==> src/rtl/branch_predict_controller_pkg.sv <==
// Shared definitions for the branch predictor: counter states, default table
// geometry and the PC-to-index / PC-to-tag mapping used by fetch and resolve.
package bp_pkg;

  localparam int DEF_INDEX_BITS = 4;
  localparam int DEF_TAG_BITS   = 8;

  // 2-bit saturating counter; the upper bit is the taken prediction
  typedef enum logic [1:0] {
    SNT = 2'b00,
    WNT = 2'b01,
    WT  = 2'b10,
    ST  = 2'b11
  } pht_state_e;

  // Table index: PC[index_bits+1:2], returned zero-extended
  function automatic logic [63:0] bp_index(input logic [63:0] pc,
                                           input int unsigned index_bits);
    return (pc >> 2) & ((64'd1 << index_bits) - 64'd1);
  endfunction

  // BTB tag: the tag_bits directly above the index field, zero-extended
  function automatic logic [63:0] bp_tag(input logic [63:0] pc,
                                         input int unsigned index_bits,
                                         input int unsigned tag_bits);
    return (pc >> (index_bits + 2)) & ((64'd1 << tag_bits) - 64'd1);
  endfunction

  // Saturating step of a counter toward taken or not-taken
  function automatic pht_state_e pht_next(input pht_state_e s, input logic taken);
    pht_state_e n;
    case (s)
      SNT:     n = taken ? WNT : SNT;
      WNT:     n = taken ? WT  : SNT;
      WT:      n = taken ? ST  : WNT;
      ST:      n = taken ? ST  : WT;
      default: n = WNT;
    endcase
    return n;
  endfunction

  // Predict bit of a counter
  function automatic logic pht_predict(input pht_state_e s);
    return (s == WT) || (s == ST);
  endfunction

endpackage

==> src/rtl/branch_predict_controller_if.sv <==
// Fetch-side and resolve-side signals between the pipeline (master) and the
// branch predictor / redirect controller (slave).
interface branch_predict_controller_if #(
  parameter int STAT_BITS = 32
);
  logic [63:0]          fetch_pc;
  logic                 predict_taken;
  logic [63:0]          predict_pc;
  logic                 resolve_valid;
  logic [63:0]          resolve_pc;
  logic                 resolve_taken;
  logic [63:0]          resolve_target;
  logic                 resolve_pred_taken;
  logic [63:0]          resolve_pred_pc;
  logic                 mispredict;
  logic [63:0]          redirect_pc;
  logic                 flush_if_id;
  logic                 flush_id_ex;
  logic                 flush_ex_mem;
  logic [STAT_BITS-1:0] branch_count;
  logic [STAT_BITS-1:0] mispredict_count;

  modport master (
    output fetch_pc, resolve_valid, resolve_pc, resolve_taken, resolve_target,
           resolve_pred_taken, resolve_pred_pc,
    input  predict_taken, predict_pc, mispredict, redirect_pc,
           flush_if_id, flush_id_ex, flush_ex_mem, branch_count, mispredict_count
  );

  modport slave (
    input  fetch_pc, resolve_valid, resolve_pc, resolve_taken, resolve_target,
           resolve_pred_taken, resolve_pred_pc,
    output predict_taken, predict_pc, mispredict, redirect_pc,
           flush_if_id, flush_id_ex, flush_ex_mem, branch_count, mispredict_count
  );
endinterface

==> src/rtl/branch_predict_controller_btb.sv <==
// Direct-mapped branch target buffer: one combinational read port for fetch,
// one clocked write port for resolution. Only the valid bits are reset; tag
// and target contents are meaningless while their valid bit is clear.
module branch_target_buffer
  import bp_pkg::*;
#(
  parameter int INDEX_BITS = DEF_INDEX_BITS,
  parameter int TAG_BITS   = DEF_TAG_BITS
) (
  input  logic                  clk,
  input  logic                  reset,
  input  logic [INDEX_BITS-1:0] rd_index,
  output logic                  rd_valid,
  output logic [TAG_BITS-1:0]   rd_tag,
  output logic [63:0]           rd_target,
  input  logic                  wr_en,
  input  logic [INDEX_BITS-1:0] wr_index,
  input  logic [TAG_BITS-1:0]   wr_tag,
  input  logic [63:0]           wr_target
);
  localparam int ENTRIES = 1 << INDEX_BITS;

  logic [ENTRIES-1:0]  valid_r;
  logic [TAG_BITS-1:0] tag_r    [ENTRIES];
  logic [63:0]         target_r [ENTRIES];

  // Valid bits: cleared asynchronously, set by a taken resolution
  always_ff @(posedge clk or negedge reset) begin
    if (!reset) begin
      valid_r <= {ENTRIES{1'b0}};
    end else if (wr_en) begin
      valid_r[wr_index] <= 1'b1;
    end
  end

  // Tag and target storage, written together with the valid bit
  always_ff @(posedge clk) begin
    if (wr_en && reset) begin
      tag_r[wr_index]    <= wr_tag;
      target_r[wr_index] <= wr_target;
    end
  end

  assign rd_valid  = valid_r[rd_index];
  assign rd_tag    = tag_r[rd_index];
  assign rd_target = target_r[rd_index];

endmodule

==> src/rtl/branch_predict_controller.sv <==
// Dynamic branch predictor and fetch-redirect controller. Fetch lookup is
// combinational against pre-edge table state; resolution detects
// mispredictions combinationally and trains the tables on the clock edge.
module branch_predict_controller
  import bp_pkg::*;
#(
  parameter int INDEX_BITS = DEF_INDEX_BITS,
  parameter int TAG_BITS   = DEF_TAG_BITS,
  parameter int STAT_BITS  = 32
) (
  input logic clk,
  input logic reset,
  branch_predict_controller_if.slave bp
);
  localparam int ENTRIES = 1 << INDEX_BITS;
  localparam logic [STAT_BITS-1:0] STAT_MAX = {STAT_BITS{1'b1}};
  localparam logic [STAT_BITS-1:0] STAT_ONE = {{(STAT_BITS-1){1'b0}}, 1'b1};

  pht_state_e            pht_r [ENTRIES];
  logic [STAT_BITS-1:0]  branch_count_r;
  logic [STAT_BITS-1:0]  mispredict_count_r;

  logic [INDEX_BITS-1:0] fetch_idx_s;
  logic [TAG_BITS-1:0]   fetch_tag_s;
  logic [INDEX_BITS-1:0] res_idx_s;
  logic [TAG_BITS-1:0]   res_tag_s;
  logic                  btb_valid_s;
  logic [TAG_BITS-1:0]   btb_tag_s;
  logic [63:0]           btb_target_s;
  logic                  predict_taken_s;
  logic [63:0]           predict_pc_s;
  logic                  mispredict_s;
  logic [63:0]           redirect_pc_s;

  assign fetch_idx_s = INDEX_BITS'(bp_index(bp.fetch_pc, INDEX_BITS));
  assign fetch_tag_s = TAG_BITS'(bp_tag(bp.fetch_pc, INDEX_BITS, TAG_BITS));
  assign res_idx_s   = INDEX_BITS'(bp_index(bp.resolve_pc, INDEX_BITS));
  assign res_tag_s   = TAG_BITS'(bp_tag(bp.resolve_pc, INDEX_BITS, TAG_BITS));

  branch_target_buffer #(
    .INDEX_BITS (INDEX_BITS),
    .TAG_BITS   (TAG_BITS)
  ) u_btb (
    .clk       (clk),
    .reset     (reset),
    .rd_index  (fetch_idx_s),
    .rd_valid  (btb_valid_s),
    .rd_tag    (btb_tag_s),
    .rd_target (btb_target_s),
    .wr_en     (bp.resolve_valid & bp.resolve_taken),
    .wr_index  (res_idx_s),
    .wr_tag    (res_tag_s),
    .wr_target (bp.resolve_target)
  );

  // Fetch lookup: taken only on a BTB hit whose counter predicts taken
  always_comb begin
    predict_taken_s = 1'b0;
    predict_pc_s    = bp.fetch_pc + 64'd4;
    if (btb_valid_s && (btb_tag_s == fetch_tag_s) && pht_predict(pht_r[fetch_idx_s])) begin
      predict_taken_s = 1'b1;
      predict_pc_s    = btb_target_s;
    end else begin
      predict_taken_s = 1'b0;
      predict_pc_s    = bp.fetch_pc + 64'd4;
    end
  end

  // Resolution check: wrong direction, or right direction with wrong target
  always_comb begin
    mispredict_s  = 1'b0;
    redirect_pc_s = bp.resolve_taken ? bp.resolve_target : (bp.resolve_pc + 64'd4);
    if (reset && bp.resolve_valid) begin
      if (bp.resolve_taken != bp.resolve_pred_taken) begin
        mispredict_s = 1'b1;
      end else if (bp.resolve_taken && (bp.resolve_target != bp.resolve_pred_pc)) begin
        mispredict_s = 1'b1;
      end else begin
        mispredict_s = 1'b0;
      end
    end else begin
      mispredict_s = 1'b0;
    end
  end

  // Pattern history: train the resolving branch's counter
  always_ff @(posedge clk or negedge reset) begin
    if (!reset) begin
      for (int i = 0; i < ENTRIES; i++) begin
        pht_r[i] <= WNT;
      end
    end else if (bp.resolve_valid) begin
      pht_r[res_idx_s] <= pht_next(pht_r[res_idx_s], bp.resolve_taken);
    end
  end

  // Statistics: saturating counts of resolved and mispredicted branches
  always_ff @(posedge clk or negedge reset) begin
    if (!reset) begin
      branch_count_r     <= {STAT_BITS{1'b0}};
      mispredict_count_r <= {STAT_BITS{1'b0}};
    end else if (bp.resolve_valid) begin
      if (branch_count_r != STAT_MAX) begin
        branch_count_r <= branch_count_r + STAT_ONE;
      end
      if (mispredict_s && (mispredict_count_r != STAT_MAX)) begin
        mispredict_count_r <= mispredict_count_r + STAT_ONE;
      end
    end
  end

  assign bp.predict_taken    = predict_taken_s;
  assign bp.predict_pc       = predict_pc_s;
  assign bp.mispredict       = mispredict_s;
  assign bp.redirect_pc      = redirect_pc_s;
  assign bp.flush_if_id      = mispredict_s;
  assign bp.flush_id_ex      = mispredict_s;
  assign bp.flush_ex_mem     = mispredict_s;
  assign bp.branch_count     = branch_count_r;
  assign bp.mispredict_count = mispredict_count_r;

endmodule
==> src/flat_wrapper.sv <==
// flat-port wrapper written by rule: the top's interface ports become plain ports
module branch_predict_controller_flat import bp_pkg::*;
#(
  parameter int INDEX_BITS = DEF_INDEX_BITS,
  parameter int TAG_BITS   = DEF_TAG_BITS,
  parameter int STAT_BITS  = 32
)
  (clk, reset, bp_fetch_pc, bp_resolve_valid, bp_resolve_pc, bp_resolve_taken, bp_resolve_target, bp_resolve_pred_taken, bp_resolve_pred_pc, bp_predict_taken, bp_predict_pc, bp_mispredict, bp_redirect_pc, bp_flush_if_id, bp_flush_id_ex, bp_flush_ex_mem, bp_branch_count, bp_mispredict_count);
  branch_predict_controller_if #(.STAT_BITS(STAT_BITS)) bp_i ();
  input logic clk;
  input logic reset;
  input wire logic [$bits(bp_i.fetch_pc)-1:0] bp_fetch_pc;
  input wire logic [$bits(bp_i.resolve_valid)-1:0] bp_resolve_valid;
  input wire logic [$bits(bp_i.resolve_pc)-1:0] bp_resolve_pc;
  input wire logic [$bits(bp_i.resolve_taken)-1:0] bp_resolve_taken;
  input wire logic [$bits(bp_i.resolve_target)-1:0] bp_resolve_target;
  input wire logic [$bits(bp_i.resolve_pred_taken)-1:0] bp_resolve_pred_taken;
  input wire logic [$bits(bp_i.resolve_pred_pc)-1:0] bp_resolve_pred_pc;
  output wire logic [$bits(bp_i.predict_taken)-1:0] bp_predict_taken;
  output wire logic [$bits(bp_i.predict_pc)-1:0] bp_predict_pc;
  output wire logic [$bits(bp_i.mispredict)-1:0] bp_mispredict;
  output wire logic [$bits(bp_i.redirect_pc)-1:0] bp_redirect_pc;
  output wire logic [$bits(bp_i.flush_if_id)-1:0] bp_flush_if_id;
  output wire logic [$bits(bp_i.flush_id_ex)-1:0] bp_flush_id_ex;
  output wire logic [$bits(bp_i.flush_ex_mem)-1:0] bp_flush_ex_mem;
  output wire logic [$bits(bp_i.branch_count)-1:0] bp_branch_count;
  output wire logic [$bits(bp_i.mispredict_count)-1:0] bp_mispredict_count;
  assign bp_i.fetch_pc = bp_fetch_pc;
  assign bp_i.resolve_valid = bp_resolve_valid;
  assign bp_i.resolve_pc = bp_resolve_pc;
  assign bp_i.resolve_taken = bp_resolve_taken;
  assign bp_i.resolve_target = bp_resolve_target;
  assign bp_i.resolve_pred_taken = bp_resolve_pred_taken;
  assign bp_i.resolve_pred_pc = bp_resolve_pred_pc;
  assign bp_predict_taken = bp_i.predict_taken;
  assign bp_predict_pc = bp_i.predict_pc;
  assign bp_mispredict = bp_i.mispredict;
  assign bp_redirect_pc = bp_i.redirect_pc;
  assign bp_flush_if_id = bp_i.flush_if_id;
  assign bp_flush_id_ex = bp_i.flush_id_ex;
  assign bp_flush_ex_mem = bp_i.flush_ex_mem;
  assign bp_branch_count = bp_i.branch_count;
  assign bp_mispredict_count = bp_i.mispredict_count;
  branch_predict_controller #(.INDEX_BITS(INDEX_BITS), .TAG_BITS(TAG_BITS), .STAT_BITS(STAT_BITS)) u_core (.clk(clk), .reset(reset), .bp(bp_i));
endmodule
==> config.mk <==
export PLATFORM = sky130hd
export DESIGN_NAME = branch_predict_controller_flat
export DESIGN_NICKNAME = d
export VERILOG_FILES = /design/src/rtl/branch_predict_controller_pkg.sv /design/src/rtl/branch_predict_controller_if.sv /design/src/rtl/branch_predict_controller_btb.sv /design/src/rtl/branch_predict_controller.sv /design/src/flat_wrapper.sv
export SDC_FILE = /design/constraint.sdc
export NUM_CORES = 2
export LEC_CHECK = 0
export CORE_MARGIN = 4
export CORE_UTILIZATION = 58
export DETAILED_ROUTE_END_ITERATION = 10
export HOLD_SLACK_MARGIN = 0.05
export PLACE_DENSITY_LB_ADDON = 0.08
export SYNTH_ARGS = -nofsm -noshare
export SYNTH_HDL_FRONTEND = slang
export SYNTH_SLANG_ARGS = --single-unit
==> constraint.sdc <==
create_clock -name clk -period 3.95 [get_ports clk]
set_input_delay 0.395 -clock clk [delete_from_list [all_inputs] [get_ports clk]]
set_output_delay 0.395 -clock clk [all_outputs]
set_load 0.05 [all_outputs]
# ---- After elaboration in Yosys (flattened, before gate mapping)
# Memories as Yosys holds them, arrays and structs flattened.
# Index checks and enable logic that the tools add are counted.
dict set report op_classes {
  bitwise_logic 4
  n_mux 27
  magnitude_cmp 6
  n_div 0
  multipliers 0
  n_addsub 4
  n_reduce_logical 12
  n_eq_ne 10
  n_shift 0
}
# cell count
set ops {}
lappend ops {{$add A64 B3 Y64 const B} 2}
lappend ops {{$mux W64} 2}
lappend ops {{$add A32 B1 Y32 const B} 2}
lappend ops {{$ne A32 B32 Y1 const B} 2}
lappend ops {{$ne A64 B64 Y1} 1}
lappend ops {{$bwmux W32} 1}
lappend ops {{$bmux W2 S4} 2}
lappend ops {{$mux W2} 8}
lappend ops {{$or A16 B16 Y16} 1}
lappend ops {{$ge A5 B5 Y1 const B} 2}
lappend ops {{$lt A4 B5 Y1 const B} 2}
lappend ops {{$mux W1} 10}
lappend ops {{$not A4 Y5} 2}
lappend ops {{$demux W2 S4} 1}
lappend ops {{$eq A2 B2 Y1 const B} 4}
lappend ops {{$eq A8 B8 Y1} 1}
lappend ops {{$logic_and A1 B1 Y1} 8}
lappend ops {{$pmux W2 S4} 1}
lappend ops {{$lt A5 B1 Y1 const B} 1}
lappend ops {{$bmux W1 S4} 1}
lappend ops {{$demux W1 S4} 1}
lappend ops {{$ge A4 B1 Y1 const B} 1}
lappend ops {{$reduce_and A2 Y1} 2}
lappend ops {{$eq A2 B1 Y1 const B} 1}
lappend ops {{other kinds (4)} 4}
dict set report totals {
  mem_bits_rw 1152
  word_cells 84
  latchBits 0
  mem_bits_ro 0
  out_inout_bits 197
  register_bits 112
  n_memories 2
}
# name depth width rd rd_clocked_by_memory_dff wr line
set memory_table {}
lappend memory_table {u_core.u_btb.target_r 16 64 1 0 1 branch_predict_controller_btb.sv:25} ;# logic [63:0] target_r [ENTRIES];
lappend memory_table {u_core.u_btb.tag_r 16 8 1 0 1 branch_predict_controller_btb.sv:24} ;# logic [TAG_BITS-1:0] tag_r [ENTRIES];

# ---- Logic depth before layout (Yosys ltp)
dict set report depth {
  word_depth 8
  mapped_depth 12
}

# ---- Modules after synthesis
# Synthesis repeated with hierarchy kept, for this count alone.
dict set report hier_totals {
  cells_unflattened 3003
  area_unflattened_um2 52839.4
}
# mod instances cells_per_inst area_each_um2 seq_area_each_um2
set modules_own_cells {}
lappend modules_own_cells {branch_target_buffer 1 1829 43753.2 34993.6}
lappend modules_own_cells {branch_predict_controller 1 1174 9086.2 2422.3}

# ---- Least setup slack after synthesis
# Ideal clock, no wire load.
dict set report synth_timing {
  kind {in2reg}
  startpoint {in bp_resolve_taken}
  endpoint {mem u_core.u_btb.tag_r[1][0] in the netlist's numbering (enable)}
  path_slack_ns -0.968
  cell_stages 5
  t_arrival_ns 4.415
  required_ns 3.447
  setup_ns 0.503
  path_cell_list {clkbuf_1 -> buf_1 -> nand2_1 -> clkbuf_1 -> nor2_1}
}
dict set report synth_via {
  elab_chain_cells 4
}
# item line
set synth_lines {}
lappend synth_lines {{start: declaration} flat_wrapper.sv:15} ;# input wire logic [$bits(bp_i.resolve_taken)-1:0] bp_resolve_taken;
lappend synth_lines {{$and A1 B1 Y1} branch_predict_controller.sv:50} ;# .wr_en (bp.resolve_valid & bp.resolve_taken),
lappend synth_lines {{$logic_and A1 B1 Y1} branch_predict_controller_btb.sv:38} ;# if (wr_en && reset) begin
lappend synth_lines {{$mux W1} branch_predict_controller_btb.sv:38}
lappend synth_lines {{$mux W1 (implied by the code)} branch_predict_controller_btb.sv:39} ;# tag_r[wr_index] <= wr_tag;
lappend synth_lines {{end: declaration} branch_predict_controller_btb.sv:24}
# Every way passes these cells.

# ---- Worst setup path after layout
dict set report layout_timing {
  startpoint {mem u_core.u_btb.tag_r[4][4] in the netlist's numbering}
  endpoint {out bp_predict_pc[12]}
}
dict set report layout_via {
  elab_chain_cells 5
}
# item line
set layout_lines {}
lappend layout_lines {{$mem_v2 Z16 W8} -}
lappend layout_lines {{$eq A8 B8 Y1} branch_predict_controller.sv:60} ;# if (btb_valid_s && (btb_tag_s == fetch_tag_s) && pht_predict(pht_r[fetch_idx_s])) begin
lappend layout_lines {{$logic_and A1 B1 Y1 (2 in series)} branch_predict_controller.sv:60}
lappend layout_lines {{$mux W64} branch_predict_controller.sv:60}
lappend layout_lines {{end: declaration} flat_wrapper.sv:20} ;# output wire logic [$bits(bp_i.predict_pc)-1:0] bp_predict_pc;
# Every way passes these cells.

==> impl_metrics.tcl <==
set metrics [dict create \
    skew_ns 0.0107 \
    wl_mm 155 \
    yosys.area_share.xor_xnor_pct 3.94 \
    synth_top_family_by_area "multiplexers" \
    required_ns 3.56 \
    final_cell_mix "edfxtp_1, mux4_2, clkdlybuf4s50_1" \
    worst_pin_slew_ns 1.07 \
    seq_area_frac_synth_pct 70.2 \
    clock-sinks 1264 \
    grt_pass1_wl_mm 225 \
    power_density_nw_per_um2 460 \
    synth-seq-cells 1264 \
    r2r-start "u_core.bp.branch_count[2]" \
    fin_crit_ns 4.12 \
    setup_viol 60 \
    num_vias 31200 \
    fp-row-count 110 \
    max-cap-violations 0 \
    drive_gt1_share_pct 30.5 \
    drtPass1Iterations 6 \
    die_w_um 311 \
    ir_drop_mv 0.445 \
    async_flop_share_pct 8.86 \
    power_leakage_uw 0.0226 \
    ios 458 \
    avgSynthCellArea_um2 19.0 \
    stdcell_area_um2 66600 \
    r2r-end "u_core.bp.branch_count[26]" \
    endpoint_kind "primary output" \
    grt_pass1_vias 32300 \
    dpl_cell_area_um2 61800 \
    gp_congestion 0.913 \
    violations "negative setup slack" \
    grt_max_degree 110 \
    crit_type "flip-flop to primary output" \
    hold_path.class "input pin to async pin" \
    via_per_inst 6.48 \
    drc 0 \
    dieHeight_um 311 \
    synth-compound-area-share_pct 1.49 \
    fmax_mhz 243 \
    clockBufferDepth 3 \
    synthMuxAreaShare_pct 17.7 \
    crit_path_max_fanout 6 \
    start_util_pct 58.9 \
    cts_made_buffers 131 \
    dp_slack_ns -0.477 \
    fin_ws_ns -0.167 \
    reg2regPathDepth 7 \
    fin_nets 3803 \
    rrSetupSlack_ns 1.34 \
    gr-total-overflow 0 \
    slew_headroom_pct 27.7 \
    synth_area_leader_cell "edfxtp_1" \
    root_buffer "clkbuf_16" \
    synthSimpleGateAreaFrac_pct 4.98 \
    wl_per_cell_um 32.2 \
    core_area_um2 90600 \
    antenna_found_initial 7 \
    htreeDepth 4 \
    grt.total_usage_pct 32.2 \
    ant_nets 0 \
    final_common_cell "edfxtp_1" \
    place_inst 4554 \
    hold_viol_final 0 \
    multiInputGateArea_um2 15400 \
    seq_area_um2 37400 \
    cts_tree "built" \
    synth_cells 2804 \
    area_growth_syn_to_layout_pct 25.0 \
    num-fill-cells 5249 \
    rsz0062_at_grt "yes" \
    synth_nets 3072 \
    drtIter0Drc 3740 \
    synthAdderAreaFrac_pct 0.202 \
    syn_area_um2 53300 \
    worstPathArrival_ns 3.72 \
    clk_pin_slew_worst_paths_ns 0.06 \
    total_power_uw 30700 \
    io_buffers 457 \
    ys.flop_type "edfxtp_1" \
    yosysTopAreaCellShare_pct 64.9 \
    ys_types 60 \
    worst_setup_path_start_kind "flip-flop" \
    synth.top_cells.by_area "edfxtp_1, mux4_2, dfrtp_1" \
    synth_edf_count 1152 \
    dp.final_hpwl_mm 98.0 \
    clk_latency_ns 0.71 \
    drv_slew 0 \
    die-area_um2 96900 \
    ys_warn_count 0 \
    status "finished with violations" \
    fin_crit_sh_pct 104 \
    layout.cells.non_filler 4815 \
]
## flip-flops by register name, indices dropped and copies added, names as in the netlist
signal	flops
u_core.bp.branch_count	32
u_core.u_btb.valid_r	16
u_core.bp.mispredict_count	32
u_core.u_btb.target_r	1024
u_core.pht_r	32
u_core.u_btb.tag_r	128
## per-layer routing
metal | routed length, um | global-route usage (%) | up-vias
li1 | - | - | 12800
met1 | 58400 | 44.4 | 16300
met2 | 77000 | 52.5 | 1863
met3 | 14900 | 7.19 | 256
met4 | 4740 | 9.57 | 4
met5 | 26 | 0 | -
## area by class of cell
type | instances | area share [%]
Clock buffer | 171 | 5.35
Multi-Input combinational cell | 1368 | 23.2
Timing Repair Buffer | 733 | 12.0
Tap cell | 1176 | 2.21
Inverter | 37 | 0.212
Sequential cell | 1264 | 56.1
Clock inverter | 63 | 0.914
Antenna cell | 3 | 0.0113
## cell families after synthesis
logic type | count (synthesis)
buf+inv | 172
flops | 1264
mux | 460
xor+xnor | 240
fa+ha+maj | 9
compound gates | 131
simple gates | 528
## how the worst max path moves through the flow
| stage | depth (start not counted) | end | startpoint |
|---|---|---|---|
| after detailed placement | 12 | bp_redirect_pc[52] | bp_resolve_pc[2] |
| after global placement | 12 | bp_redirect_pc[52] | bp_resolve_pc[3] |
| final | 10 | bp_predict_pc[12] | u_core.u_btb.tag_r[4][4] |
| after floorplan | 5 | u_core.u_btb.tag_r[1][0] | bp_resolve_taken |
| after global routing | 10 | bp_predict_pc[12] | u_core.u_btb.tag_r[1][4] |
| after CTS | 12 | bp_predict_pc[43] | u_core.u_btb.tag_r[0][2] |
## report_power, final
part           internal, uW  switching [uW]  total, uW
clock network          6980            5030      12000
logic                  1530            1980       3510
registers             14900             230      15200
## worst max-delay path: stages (launching register included)
cell and delay (ns):
edfxtp_1 0.38, mux4_2 0.48, mux4_2 0.53, xnor2_2 0.18
nand4_1 0.15, nor4_4 0.32, buf_12 0.21, buf_12 0.15
buf_8 0.14, mux2_4 0.31, buf_6 0.16
## through the flow
stage / TNS, ns / util, % / hold WS [ns]
floorplan: -1022.16 / - / 0.0994
global placement: -3.10 / 68.2 / 0.459
detailed placement: -3.58 / 68.2 / 0.462
CTS: -6.40 / 73.3 / 0.396
global route: -13.47 / 73.6 / 0.430
finish: -6.32 / 73.6 / 0.420
## cells in the mapped netlist, types with 3 or more instances
cell type and count:
ha_1 7, nand2_1 180, and3_1 40, nand2b_1 9, nand3_1 75, inv_1 35
dfrtp_1 96, nand4_1 54, nor3_1 26, xor2_1 95, xnor2_1 145, a2111o_1 3
o2111ai_1 5, buf_4 5, or2_2 3, mux2_4 59, nor4_1 13, dfstp_2 16
nor2_1 68, and2_1 10, edfxtp_1 1152, nor4_2 4, o21ai_1 10, mux2_2 28
mux2i_1 12, and4_1 17, o21ai_0 76, o21bai_1 16, buf_2 40, nor2b_1 13
mux4_2 361, buf_6 9, or3_1 5, clkbuf_1 71, a21oi_1 3, buf_1 8
## timing repair
| item | in CTS | in global routing |
|---|---|---|
| endpoints found under the setup margin | 83 | 80 |
| hold buffers | 1 | 0 |
| pin swaps | 7 | 10 |
| gates resized for setup | 67 | 55 |
| setup buffers | 6 | 18 |
| endpoints found under the hold margin | 96 | 0 |
| gates cloned | 1 | 0 |
(Power assumes the default switching activity.)
==> edit 1: new RTL, same flow settings <==
`STAT_BITS` is set to 32 in 3 places; all go to 64.
--- a/src/rtl/branch_predict_controller_if.sv
+++ b/src/rtl/branch_predict_controller_if.sv
@@ -2,5 +2,5 @@
 // branch predictor / redirect controller (slave).
 interface branch_predict_controller_if #(
-  parameter int STAT_BITS = 32
+  parameter int STAT_BITS = 64
 );
   logic [63:0]          fetch_pc;
--- a/src/rtl/branch_predict_controller.sv
+++ b/src/rtl/branch_predict_controller.sv
@@ -7,5 +7,5 @@
   parameter int INDEX_BITS = DEF_INDEX_BITS,
   parameter int TAG_BITS   = DEF_TAG_BITS,
-  parameter int STAT_BITS  = 32
+  parameter int STAT_BITS  = 64
 ) (
   input logic clk,
--- a/src/flat_wrapper.sv
+++ b/src/flat_wrapper.sv
@@ -4,5 +4,5 @@
   parameter int INDEX_BITS = DEF_INDEX_BITS,
   parameter int TAG_BITS   = DEF_TAG_BITS,
-  parameter int STAT_BITS  = 32
+  parameter int STAT_BITS  = 64
 )
   (clk, reset, bp_fetch_pc, bp_resolve_valid, bp_resolve_pc, bp_resolve_taken, bp_resolve_target, bp_resolve_pred_taken, bp_resolve_pred_pc, bp_predict_taken, bp_predict_pc, bp_mispredict, bp_redirect_pc, bp_flush_if_id, bp_flush_id_ex, bp_flush_ex_mem, bp_branch_count, bp_mispredict_count);
Interface: changed (resized bp_branch_count and bp_mispredict_count); port bits go from 458 to 522. The function was not compared with the original's and may differ.
==> edit 1 against the original RTL <==
The run still ends with setup timing left. Clock skew is 4.6 ps higher. Area after synthesis is 5.0% higher. Via count is 10% higher. Sequential power is 4% higher. Global-route usage is 1.7 points higher. Core utilization is 0.46 points higher. Non-clock buffer count is 80 higher. Setup slack worse by 190 ps. Wire length is 10% higher. Power is 4.4% higher. Design area is 6.0% higher. Die area is 4.9% higher. Sequential cell count is 64 higher. Critical path type unchanged.
==> edit 1: results (changes against the original RTL) <==
qor: layout.fillCellCount 5,586 [+6.4%]
qor: worst_setup_path.ff2ff_setup_slack 690 ps [-650 ps]
qor: synth.syn-num-nets 3,364 [+9.5%]
qor: global_route.overall_global_routing_usage 33.91% [+1.7 points]
qor: power.power.static_leakage 24.42 nW [+7.9%]
qor: outcome.failed_checks setup timing
qor: global_route.groute.layer.met2.usage 53.63% [+1.1 points]
qor: hold_path.hold_path.class primary input to flop
qor: global_route.grt.met3_usage 7.489% [+0.30 points]
qor: routing.met2RoutedLength 82.25 mm [+6.8%]
qor: global_route.first_global_vias 35,360 [+9.3%]
qor: global_route.met1_usage 47.71% [+3.3 points]
qor: routing.routed-wl-met3 18.75 mm [+26%]
qor: synth.top_area_cells_in_the_synthesized_netlist sky130_fd_sc_hd__edfxtp_1, sky130_fd_sc_hd__mux4_2, sky130_fd_sc_hd__dfrtp_1, sky130_fd_sc_hd__xnor2_1, sky130_fd_sc_hd__xor2_1
qor: layout.final_layout_size_suffix_gt1_share 27.74% [-2.8 points]
qor: synth.synth_common_cells sky130_fd_sc_hd__edfxtp_1, sky130_fd_sc_hd__mux4_2, sky130_fd_sc_hd__nand2_1
qor: routing.post_drt_wl_per_cell 32.45 um [+0.75%]
qor: synth.postSynth.asyncResetShare 13.25% [+4.4 points]
qor: timing.setup_violations 64 [+6.7%]
qor: timing.skew 15.27 ps [+4.602 ps]
qor: routing.detail_route.iter0.violations 4,649 [+24%]
qor: worst_setup_path.cp-endpoint bp_predict_pc[41]
qor: worst_setup_path.ff_to_ff_end u_core.bp.branch_count[55]
qor: layout.num-nets-final 4,168 [+9.6%]
qor: power.ir_worst_vdd 440.4 uV [-1.1%]
qor: worst_setup_path.r2r_start u_core.bp.branch_count[49]
qor: timing.postLayoutSetupSlackWorst -361.6 ps [-195.0 ps]
qor: outcome.outcome complete, but fails checks
## edit 1: cell families after synthesis
logic type               Yosys count  share of synthesized area [%]
buffers and inverters            189                          1.400
multiplexers                     462                          16.53
adder cells (fa/ha/maj)            9                         0.1921
XOR/XNOR                         307                          4.800
AND/OR/NAND/NOR                  670                          5.999
flip-flops                      1328                          69.65
AO/OA/AOI/OAI                    131                          1.425
## edit 1: where the power goes
| group | internal (mW) | leakage [nW] | switching [mW] | total [mW] |
|---|---|---|---|---|
| sequential | 15.6 | 12.7 | 0.206 | 15.8 |
| clock | 7.40 | 2.14 | 5.30 | 12.7 |
| combinational | 1.52 | 9.60 | 2.02 | 3.55 |
## edit 1: critical path, delay by kind of cell (launching register included)
kind | cells | cell delay [ps]
AOI/OAI and AO/OA | 1 | 310
xor gates and xnor gates | 1 | 160
buffers and inverters | 4 | 730
DFF | 1 | 400
muxes | 3 | 1320
and+or+nand+nor | 2 | 250
## edit 1: layout make-up
class	instances	area, um2	share of cell area (%)
timing repair buffer	813	8941	12.65
sequential	1328	39020	55.21
clock inverter	84	847.1	1.199
tap	1265	1583	2.240
clock buffer	161	3538	5.007
multi-input combinational	1579	16560	23.44
antenna	5	12.51	0.01771
inverter	44	165.2	0.2337
## edit 1: timing repair
item,CTS,global route
hold endpoints to repair,160,0
pin swaps,3,0
endpoints found under the setup margin,64,69
resized for setup,94,46
buffers inserted,4,0
cloned,6,1
hold buffers,1,0
## edit 1: stage by stage
stage / setup TNS, ps / hold WS (ps) / std cells
2_1_floorplan: -676340 / 99.41 / 3096
3_3_place_gp: -258.4 / 443.7 / 5017
3_5_place_dp: -706.1 / 452.8 / 5017
4_1_cts: -20960 / 348.4 / 5273
5_1_grt: -25520 / 394.7 / 5274
6_report: -20070 / 381.2 / 5279
==> edit 2: new RTL, config.mk and constraints unchanged <==
Without the edit above. Reset style: synchronous (`reset`), changed in 3 clocked blocks. Comments in the files are not updated.
--- a/src/rtl/branch_predict_controller_btb.sv
+++ b/src/rtl/branch_predict_controller_btb.sv
@@ -26,5 +26,5 @@
 
   // Valid bits: cleared asynchronously, set by a taken resolution
-  always_ff @(posedge clk or negedge reset) begin
+  always_ff @(posedge clk) begin
     if (!reset) begin
       valid_r <= {ENTRIES{1'b0}};
--- a/src/rtl/branch_predict_controller.sv
+++ b/src/rtl/branch_predict_controller.sv
@@ -85,5 +85,5 @@
 
   // Pattern history: train the resolving branch's counter
-  always_ff @(posedge clk or negedge reset) begin
+  always_ff @(posedge clk) begin
     if (!reset) begin
       for (int i = 0; i < ENTRIES; i++) begin
@@ -96,5 +96,5 @@
 
   // Statistics: saturating counts of resolved and mispredicted branches
-  always_ff @(posedge clk or negedge reset) begin
+  always_ff @(posedge clk) begin
     if (!reset) begin
       branch_count_r     <= {STAT_BITS{1'b0}};
Formal check against the unedited RTL: not equivalent (a bounded check fails within 4 cycles, from zero or initial values and one cycle with reset low; the reset may be asserted at any time).
==> edit 2 against the original RTL <==
The flow still finishes with violations (setup timing). Wire length is 3.5% higher. Setup slack gained 46 ps. Sequential cell count is the same. Critical path depth unchanged. Sequential power shrank 3%. Count of clock-buffer cells in the layout down 3. Die area fell by 0.34%. Design area decreased by 0.97%. Power shrank 3.8%. Maximum frequency rose by 1.1%. First-iteration DRC count up 9.3%. Global-route usage increased by 0.88 points. Area after synthesis shrank 0.35%. Critical endpoint is now bp_predict_pc[38].
==> edit 2: results (changes against the original RTL) <==
qor: worst_setup_path.cp-startpoint u_core.u_btb.tag_r[10][7]
qor: power.clockPowerShare 40.9% [+1.7 points]
qor: layout.fillCellCount 5,383 [+2.6%]
qor: placed_design.dpl.hpwl 100.6 mm [+2.6%]
qor: global_route.antenna_violations_before_repair 10 [+3]
qor: synth.parity_gate_share_of_the_synthesized_area_counting_xor_and_xnor_cells 3.362% [-0.58 points]
qor: clock_network.postCtsSetupBuffers 3 [-3]
qor: synth.synth-edff-count 1,184 [+2.8%]
qor: outcome.failed_checks setup timing
qor: worst_setup_path.r2r_start u_core.bp.mispredict_count[7]
qor: timing.postLayoutSetupSlackWorst -120.3 ps [+46.27 ps]
qor: hold_path.hold_path.class primary input to flop
qor: global_route.largest_net_degree_at_the_start_of_global_routing 105 [-4.5%]
qor: placed_design.routabilityCongestion 0.9210 [+0.90%]
qor: die.placeableCoreArea 0.09042 mm2 [-0.15%]
qor: power.power.static_leakage 21.76 nW [-3.8%]
qor: routing.post_drt_wl_per_cell 33.43 um [+3.8%]
qor: power.power.net_switching 6.587 mW [-9.1%]
qor: synth.synth.area.mux_share 17.37% [-0.35 points]
qor: clock_network.tritoncts.num_buffers 130 [-0.76%]
qor: global_route.met1_usage 45.16% [+0.79 points]
qor: timing.hold_slack 236.8 ps [-183.6 ps]
qor: timing.setup_violations 55 [-8.3%]
qor: outcome.outcome complete, but fails checks
qor: layout.multi_input_area 0.01551 mm2 [+0.45%]
edit 2: cell types whose count changed in the layout (fill, tap and decap cells not counted), moves of 16 or more:
cell and delta:
sky130_fd_sc_hd__a21o_1 +16, sky130_fd_sc_hd__a21oi_1 +24, sky130_fd_sc_hd__buf_4 -52, sky130_fd_sc_hd__dfrtp_1 -96, sky130_fd_sc_hd__dfstp_2 -16, sky130_fd_sc_hd__dfxtp_1 +80, sky130_fd_sc_hd__edfxtp_1 +32, sky130_fd_sc_hd__mux2_2 -20
sky130_fd_sc_hd__nand3_1 +20, sky130_fd_sc_hd__nor2_1 +28, sky130_fd_sc_hd__o21bai_1 -16, sky130_fd_sc_hd__o31ai_1 +17, sky130_fd_sc_hd__or4_1 +20, sky130_fd_sc_hd__xnor2_1 -32
edit 2: critical path: cells and delay by family, from the launching register on:
family	cells	cell delay, ps
compound gates	1	180
simple gates	1	170
mux	3	1340
flops	1	390
buf+inv	4	650
xor+xnor	1	220
